===== src/rtl/bcd_rtc_pkg.sv =====
// bcd_rtc_pkg: shared BCD types, time limits and a range check
// for the bcd_rtc_core real-time clock.
package bcd_rtc_pkg;

   typedef logic [3:0] bcd_t;

   typedef struct packed {
      bcd_t tens;
      bcd_t ones;
   } bcd2_t;

   localparam bcd2_t HOUR_MAX = 8'h23;
   localparam bcd2_t MIN_MAX  = 8'h59;
   localparam bcd2_t SEC_MAX  = 8'h59;

   // Packed BCD orders like its numeric value once both nibbles are digits.
   function automatic logic bcd2_valid(input bcd2_t value, input bcd2_t max);
      return (value.tens <= 4'd9) && (value.ones <= 4'd9) &&
             ({value.tens, value.ones} <= {max.tens, max.ones});
   endfunction

endpackage


===== src/rtl/bcd_digit_pair.sv =====
// bcd_digit_pair: two-digit BCD counter wrapping to 00 after LIMIT,
// with parallel load and a carry strobe on the wrap.
module bcd_digit_pair
   import bcd_rtc_pkg::*;
#(
   parameter bcd2_t LIMIT = SEC_MAX
) (
   input  logic  clk,
   input  logic  reset,
   input  logic  inc,
   input  logic  load,
   input  bcd2_t din,
   output bcd2_t nxt,
   output logic  carry_out
);

   bcd2_t q;
   logic  at_limit;

   assign at_limit  = (q == LIMIT);
   assign carry_out = inc && !load && at_limit;

   always_comb begin
      nxt = q;
      if (load) begin
         nxt = din;
      end else if (inc) begin
         if (at_limit) begin
            nxt = '0;
         end else if (q.ones == 4'd9) begin
            nxt.tens = q.tens + 4'd1;
            nxt.ones = 4'd0;
         end else begin
            nxt.ones = q.ones + 4'd1;
         end
      end
   end

   always_ff @(posedge clk) begin
      if (reset) q <= '0;
      else       q <= nxt;
   end

endmodule


===== src/rtl/bcd_rtc_core.sv =====
// bcd_rtc_core: prescaled BCD real-time clock with set handshake and 12/24 h display.
// Define BCD_RTC_ALARM_EN to build the hh:mm alarm comparator and its ports.
module bcd_rtc_core
   import bcd_rtc_pkg::*;
#(
   parameter int CLK_DIV = 50_000_000
) (
   input  logic       clk,
   input  logic       reset,
   input  logic       run,
   input  logic       mode_12h,
   input  logic       set_valid,
   output logic       set_ready,
   input  logic [7:0] set_hh,
   input  logic [7:0] set_mm,
   input  logic [7:0] set_ss,
   output logic       set_err,
   output logic [3:0] hh_tens,
   output logic [3:0] hh_ones,
   output logic [3:0] mm_tens,
   output logic [3:0] mm_ones,
   output logic [3:0] ss_tens,
   output logic [3:0] ss_ones,
   output logic       pm,
   output logic       sec_pulse,
`ifdef BCD_RTC_ALARM_EN
   output logic       day_pulse,
   input  logic [7:0] alarm_hh,
   input  logic [7:0] alarm_mm,
   input  logic       alarm_arm,
   output logic       alarm_hit
`else
   output logic       day_pulse
`endif
);

   localparam int PW = (CLK_DIV > 1) ? $clog2(CLK_DIV) : 1;
   localparam logic [PW-1:0] PMAX = PW'(CLK_DIV - 1);

   localparam logic [0:0] IDLE  = 1'b0;
   localparam logic [0:0] COUNT = 1'b1;

   logic [0:0]    state;
   logic [PW-1:0] presc;
   logic          accept;
   logic          load_ok;
   logic          tick;
   logic          tick_eff;
   logic          ss_carry;
   logic          mm_carry;
   logic          hh_carry;
   bcd2_t         ss_nxt;
   bcd2_t         mm_nxt;
   bcd2_t         hh_nxt;
   logic [7:0]    hv;
   logic [7:0]    disp_h;
   logic          pm_n;

   assign state     = run ? COUNT : IDLE;
   assign set_ready = !reset;
   assign accept    = set_valid && set_ready;
   assign load_ok   = accept &&
                      bcd2_valid(set_hh, HOUR_MAX) &&
                      bcd2_valid(set_mm, MIN_MAX) &&
                      bcd2_valid(set_ss, SEC_MAX);
   assign tick      = (state == COUNT) && (presc == PMAX);
   // Any accepted load, good or bad, swallows a coincident tick.
   assign tick_eff  = tick && !accept;

   always_ff @(posedge clk) begin
      if (reset) begin
         presc <= '0;
      end else if (load_ok) begin
         presc <= '0;
      end else begin
         unique case (state)
            COUNT: if (!accept) presc <= tick ? '0 : presc + PW'(1);
            IDLE:  ;
         endcase
      end
   end

   bcd_digit_pair #(.LIMIT(SEC_MAX)) u_ss (
      .clk       (clk),
      .reset     (reset),
      .inc       (tick_eff),
      .load      (load_ok),
      .din       (bcd2_t'(set_ss)),
      .nxt       (ss_nxt),
      .carry_out (ss_carry)
   );

   bcd_digit_pair #(.LIMIT(MIN_MAX)) u_mm (
      .clk       (clk),
      .reset     (reset),
      .inc       (ss_carry),
      .load      (load_ok),
      .din       (bcd2_t'(set_mm)),
      .nxt       (mm_nxt),
      .carry_out (mm_carry)
   );

   bcd_digit_pair #(.LIMIT(HOUR_MAX)) u_hh (
      .clk       (clk),
      .reset     (reset),
      .inc       (mm_carry),
      .load      (load_ok),
      .din       (bcd2_t'(set_hh)),
      .nxt       (hh_nxt),
      .carry_out (hh_carry)
   );

   // BCD subtract-12 on the upcoming hour, so the display tracks the update.
   always_comb begin
      hv     = hh_nxt;
      disp_h = hv;
      pm_n   = 1'b0;
      if (mode_12h) begin
         pm_n = (hv >= 8'h12);
         if (hv == 8'h00) begin
            disp_h = 8'h12;
         end else if (hv > 8'h12) begin
            if (hv[3:0] >= 4'd2) disp_h = {hv[7:4] - 4'd1, hv[3:0] - 4'd2};
            else                 disp_h = {hv[7:4] - 4'd2, hv[3:0] + 4'd8};
         end
      end
   end

   always_ff @(posedge clk) begin
      if (reset) begin
         {hh_tens, hh_ones} <= '0;
         {mm_tens, mm_ones} <= '0;
         {ss_tens, ss_ones} <= '0;
         pm        <= 1'b0;
         set_err   <= 1'b0;
         sec_pulse <= 1'b0;
         day_pulse <= 1'b0;
      end else begin
         {hh_tens, hh_ones} <= disp_h;
         {mm_tens, mm_ones} <= mm_nxt;
         {ss_tens, ss_ones} <= ss_nxt;
         pm        <= pm_n;
         set_err   <= accept && !load_ok;
         sec_pulse <= tick_eff;
         day_pulse <= hh_carry;
      end
   end

`ifdef BCD_RTC_ALARM_EN
   logic alarm_ok;
   logic alarm_match;

   assign alarm_ok    = bcd2_valid(alarm_hh, HOUR_MAX) &&
                        bcd2_valid(alarm_mm, MIN_MAX);
   assign alarm_match = alarm_arm && alarm_ok &&
                        (tick_eff || load_ok) &&
                        (hh_nxt == bcd2_t'(alarm_hh)) &&
                        (mm_nxt == bcd2_t'(alarm_mm)) &&
                        (ss_nxt == '0);

   always_ff @(posedge clk) begin
      if (reset) alarm_hit <= 1'b0;
      else       alarm_hit <= alarm_match;
   end
`endif

endmodule


===== config.mk =====
export PLATFORM = sky130hd
export DESIGN_NAME = bcd_rtc_core
export DESIGN_NICKNAME = d
export VERILOG_FILES = /design/src/rtl/bcd_rtc_pkg.sv /design/src/rtl/bcd_digit_pair.sv /design/src/rtl/bcd_rtc_core.sv
export SDC_FILE = /design/constraint.sdc
export NUM_CORES = 1
export LEC_CHECK = 0
export CORE_MARGIN = 3
export CORE_UTILIZATION = 54
export CTS_CLUSTER_DIAMETER = 30
export DETAILED_ROUTE_END_ITERATION = 8
export PLACE_DENSITY = 0.82
export SLEW_MARGIN = 10
export SYNTH_ARGS = -nofsm -noshare
export SYNTH_HDL_FRONTEND = slang
export SYNTH_SLANG_ARGS = --single-unit

===== constraint.sdc =====
create_clock -name clk -period 4.3 [get_ports clk]
set_input_delay 0.43 -clock clk [delete_from_list [all_inputs] [get_ports clk]]
set_output_delay 0.43 -clock clk [all_outputs]
set_load 0.03 [all_outputs]

==> metrics.md <==
| Metric | Value |
|---|---|
| Final Hold Vio Count | `0` |
| Initial Utilization | `57.8%` |
| # setup viols final | `0` |
| Post-synth EDFFs | `0` |
| Asr flop ratio synth | `0%` |
| Wirelength per Cell | `15.8 um` |
| CTS Hold Bufs | `0` |
| Slowest stage delay, CP | `~0.53 ns` |
| Top cell by count, worst path | `ha_1` |
| Compound-Gate Fraction of Synth Area | `about 17%` |
| CP Data Required Time | `between 4 and 5 ns` |
| Post-layout nets | `between 500 and 600` |
| Drt pass-1 iters | `5` |
| Buffers & Inverters on Critical Path | `1` |
| Syn Nets | `approximately 490` |
| Post-Syn Instances | `438` |
| 1st-iter DRT viols | `197` |
| Fraction of layout cells with a size suffix above 1 | `8.12%` |
| Startpoint Class | `register` |
| H-tree levels | `3` |
| RD Place Congestion | `0.960` |
| Adder-Cell Fraction of Synth Area | `7.02%` |
| Yosys Warn Count | `0` |
| Placed insts | `564` |
| Top-area cell type share of the netlist area | `34.8%` |
| Synthesized flop and latch total | `62` |
| Max clock buf depth | `2` |
| Buffers on Ports | `57` |
| Multiplexer share of the synthesized area | `0.562%` |
| Max Clk Rate | `261 MHz` |
| Type of destination of the critical path | `register` |
| Syn avg cell area | `8.14 um^2` |
| Worst EP arrival | `4.07 ns` |
| CTS tree | `done` |
| Initial antenna violation count | `0` |
| Main combinational cell family by area after synthesis | `simple AND/OR/NAND/NOR gates` |
| Area Overhead vs Synth | `23.5%` |
| TritonCTS Buffers | `9` |
| Ports | `58` |
| CP max-delay cell | `or4b_1` |
| Worst Setup Slack post-DPL | `0.244 ns` |
| Period minus WS final | `3.83 ns` |
| Most common cell in the netlist | `nor2_1` |
| Critical Path, Cell by Cell | `ha_1 -> nand4_2 -> or4b_1 -> nor2_1 -> nand2_1 -> a31oi_1 -> inv_1 -> ha_1 -> a2111oi_4 -> o311ai_1 -> a211oi_2 -> xnor2_1 -> nor2_2` |
| Site Rows | `28` |
| Ant diodes | `0` |
| Setup Skew | `between 0.009 and 0.01 ns` |
| Vias | `roughly 3500` |
| Outcome | `finished, final reports clean` |
| # DRC | `0` |
| Kind of critical path | `register to register` |
| Synth top area cells | `dfxtp_1 35%, ha_1 7.0%, nor2_1 6.7%` |
| Most common flop cell mapped by yosys | `dfxtp_1` |
| Die height | `slightly below 90 um` |
| Max Cap Violations | `0` |
| Routed Antenna Nets | `0` |
| Dpl hpwl | `6780 um` |
| Leakage power figure | `about 1.6 nW` |
| First-pass GRT wire length | `15600 um` |
| Die width | `87.3 um` |
| Maximum vdd drop | `241 uV` |
| Worst rel slew slack | `39.9%` |
| Post-synth cell types | `67` |
| Fin. max-slew vios | `0` |
| Final worst-path cycle share | `about nine tenths` |
| Cell area power density | `252 nW/um^2` |
| RSZ-0062 raised after global routing | `no` |
| Clock Latency Late Sink | `0.35 ns` |
| CTS resizes | `0` |
| Core Footprint | `6170 um^2` |
| CP max FO | `8` |
| Non-Filler Instances | `580` |
| Seq/Total Area, Yosys | `approximately a third` |
| Root buffer cell | `clkbuf_8` |
| Vias in the first global route | `3307` |
| WHS | `a little under 0.5 ns` |
| PnR worst setup slack | `approximately 0.47 ns` |
| Area of the mapped netlist | `3560 um^2` |
| Total Neg Setup Slack | `0 ns` |
| Largest net degree at the start of global routing | `32` |
| Avg Vias per Cell | `5.98` |
| Slew of the pin with the lowest slew margin | `0.899 ns` |
| Total global-route track usage | `25.5%` |
| Top cell family by delay on the critical path | `simple AND/OR/NAND/NOR gates` |
| Post-Synth XOR/XNOR Area | `5.65%` |
| Worst-path clk slew | `0.07 ns` |
| Synth area leader | `dfxtp_1` |
| Commonest cells post-synth | `64 x nor2_1, 62 x dfxtp_1, 35 x nand2_1` |
| Setup Buffers After CTS | `0` |
| Worst hold-check path type | `register to register` |
| Routed wire length | `~9000 um` |
| Simple-gate area share of the yosys netlist | `31.1%` |
| Clock tree sinks | `62` |
| GRT overflow | `0` |
| Die area | `7610 um^2` |
==> per-stage QoR <==
step | power [mW] | cell area, um^2 | util, %
floorplan | 0.621 | 3560 | -
global placement | 0.663 | 4230 | 68.6
detailed placement | 0.664 | 4230 | 68.6
CTS | 1.12 | 4400 | 71.4
global route | 1.15 | 4400 | 71.4
finish | 1.11 | 4400 | 71.4
==> power by group <==
group	switching [mW]	internal, mW	leakage, nW
Sequential	0.00195	0.577	0.500
Combinational	0.0368	0.0355	1.02
Clock	0.236	0.221	0.0841
Total	0.275	0.834	1.60
==> layout make-up <==
type | count | area, um^2
Multi-Input combinational cell | 343 | 2190
Tap cell | 75 | 93.8
Clock inverter | 6 | 37.5
Timing Repair Buffer | 64 | 623
Fill cell | 468 | 1760
Inverter | 20 | 75.1
Clock buffer | 10 | 138
Sequential cell | 62 | 1240
==> cells in the final DEF (no fill, tap or decap), drive strengths merged, types with 11 or more instances in the layout <==
master / Yosys / routed
nand3: 18 / 18
xnor2: 11 / 11
ha: 20 / 20
dfxtp: 62 / 62
nor2: 65 / 65
a21oi: 19 / 19
nand2: 36 / 36
o21ai: 25 / 25
xor2: 12 / 12
inv: 20 / 20
a211oi: 16 / 16
nor3: 22 / 22
nand4: 12 / 12
clkdlybuf4s50: 0 / 57
==> layer usage <==
layer	share of wire, %	vias to the layer above	wire (um)	GRT usage, %
met3	6.6	9	604	7.47
met1	43	1641	3940	31.8
met5	0	-	0	0
met4	0.95	0	87	7.11
li1	-	1698	-	-
met2	49	122	4540	42.8
==> state kept, by name, summed over array words and instances, names as in the netlist <==
signal and cells:
presc 26, u_hh.q 8, u_mm.q 8, u_ss.q 8, hh_ones 4, hh_tens 4
day_pulse 1, pm 1, sec_pulse 1, set_err 1
==> final timing paths <==
check | start | end | slack (ns) | depth (start not counted)
min | u_ss.q[7] | u_ss.q[7] | 0.49 | 2
min reg2reg | u_ss.q[7] | u_ss.q[7] | 0.49 | 2
max | presc[0] | hh_tens[3] | 0.47 | 13
max reg2reg | presc[0] | hh_tens[3] | 0.47 | 13
==> logic make-up after synthesis <==
kind of cell               Yosys count
and+or+nand+nor                    208
DFF                                 62
xor gates and xnor gates            23
AOI/OAI and AO/OA                   90
muxes                                2
adders and majority gates           20
buffers and inverters               33
==> worst reg2reg max path, cell delays in order (launching register included) <==
cell and delay [ns]:
dfxtp_1 0.37, ha_1 0.24, nand4_2 0.14, or4b_1 0.53, nor2_1 0.43, nand2_1 0.12
a31oi_1 0.38, inv_1 0.18, ha_1 0.27, a2111oi_4 0.52, o311ai_1 0.16, a211oi_2 0.19
xnor2_1 0.16, nor2_2 0.04
No activity file was read; power rests on OpenSTA's default activity.
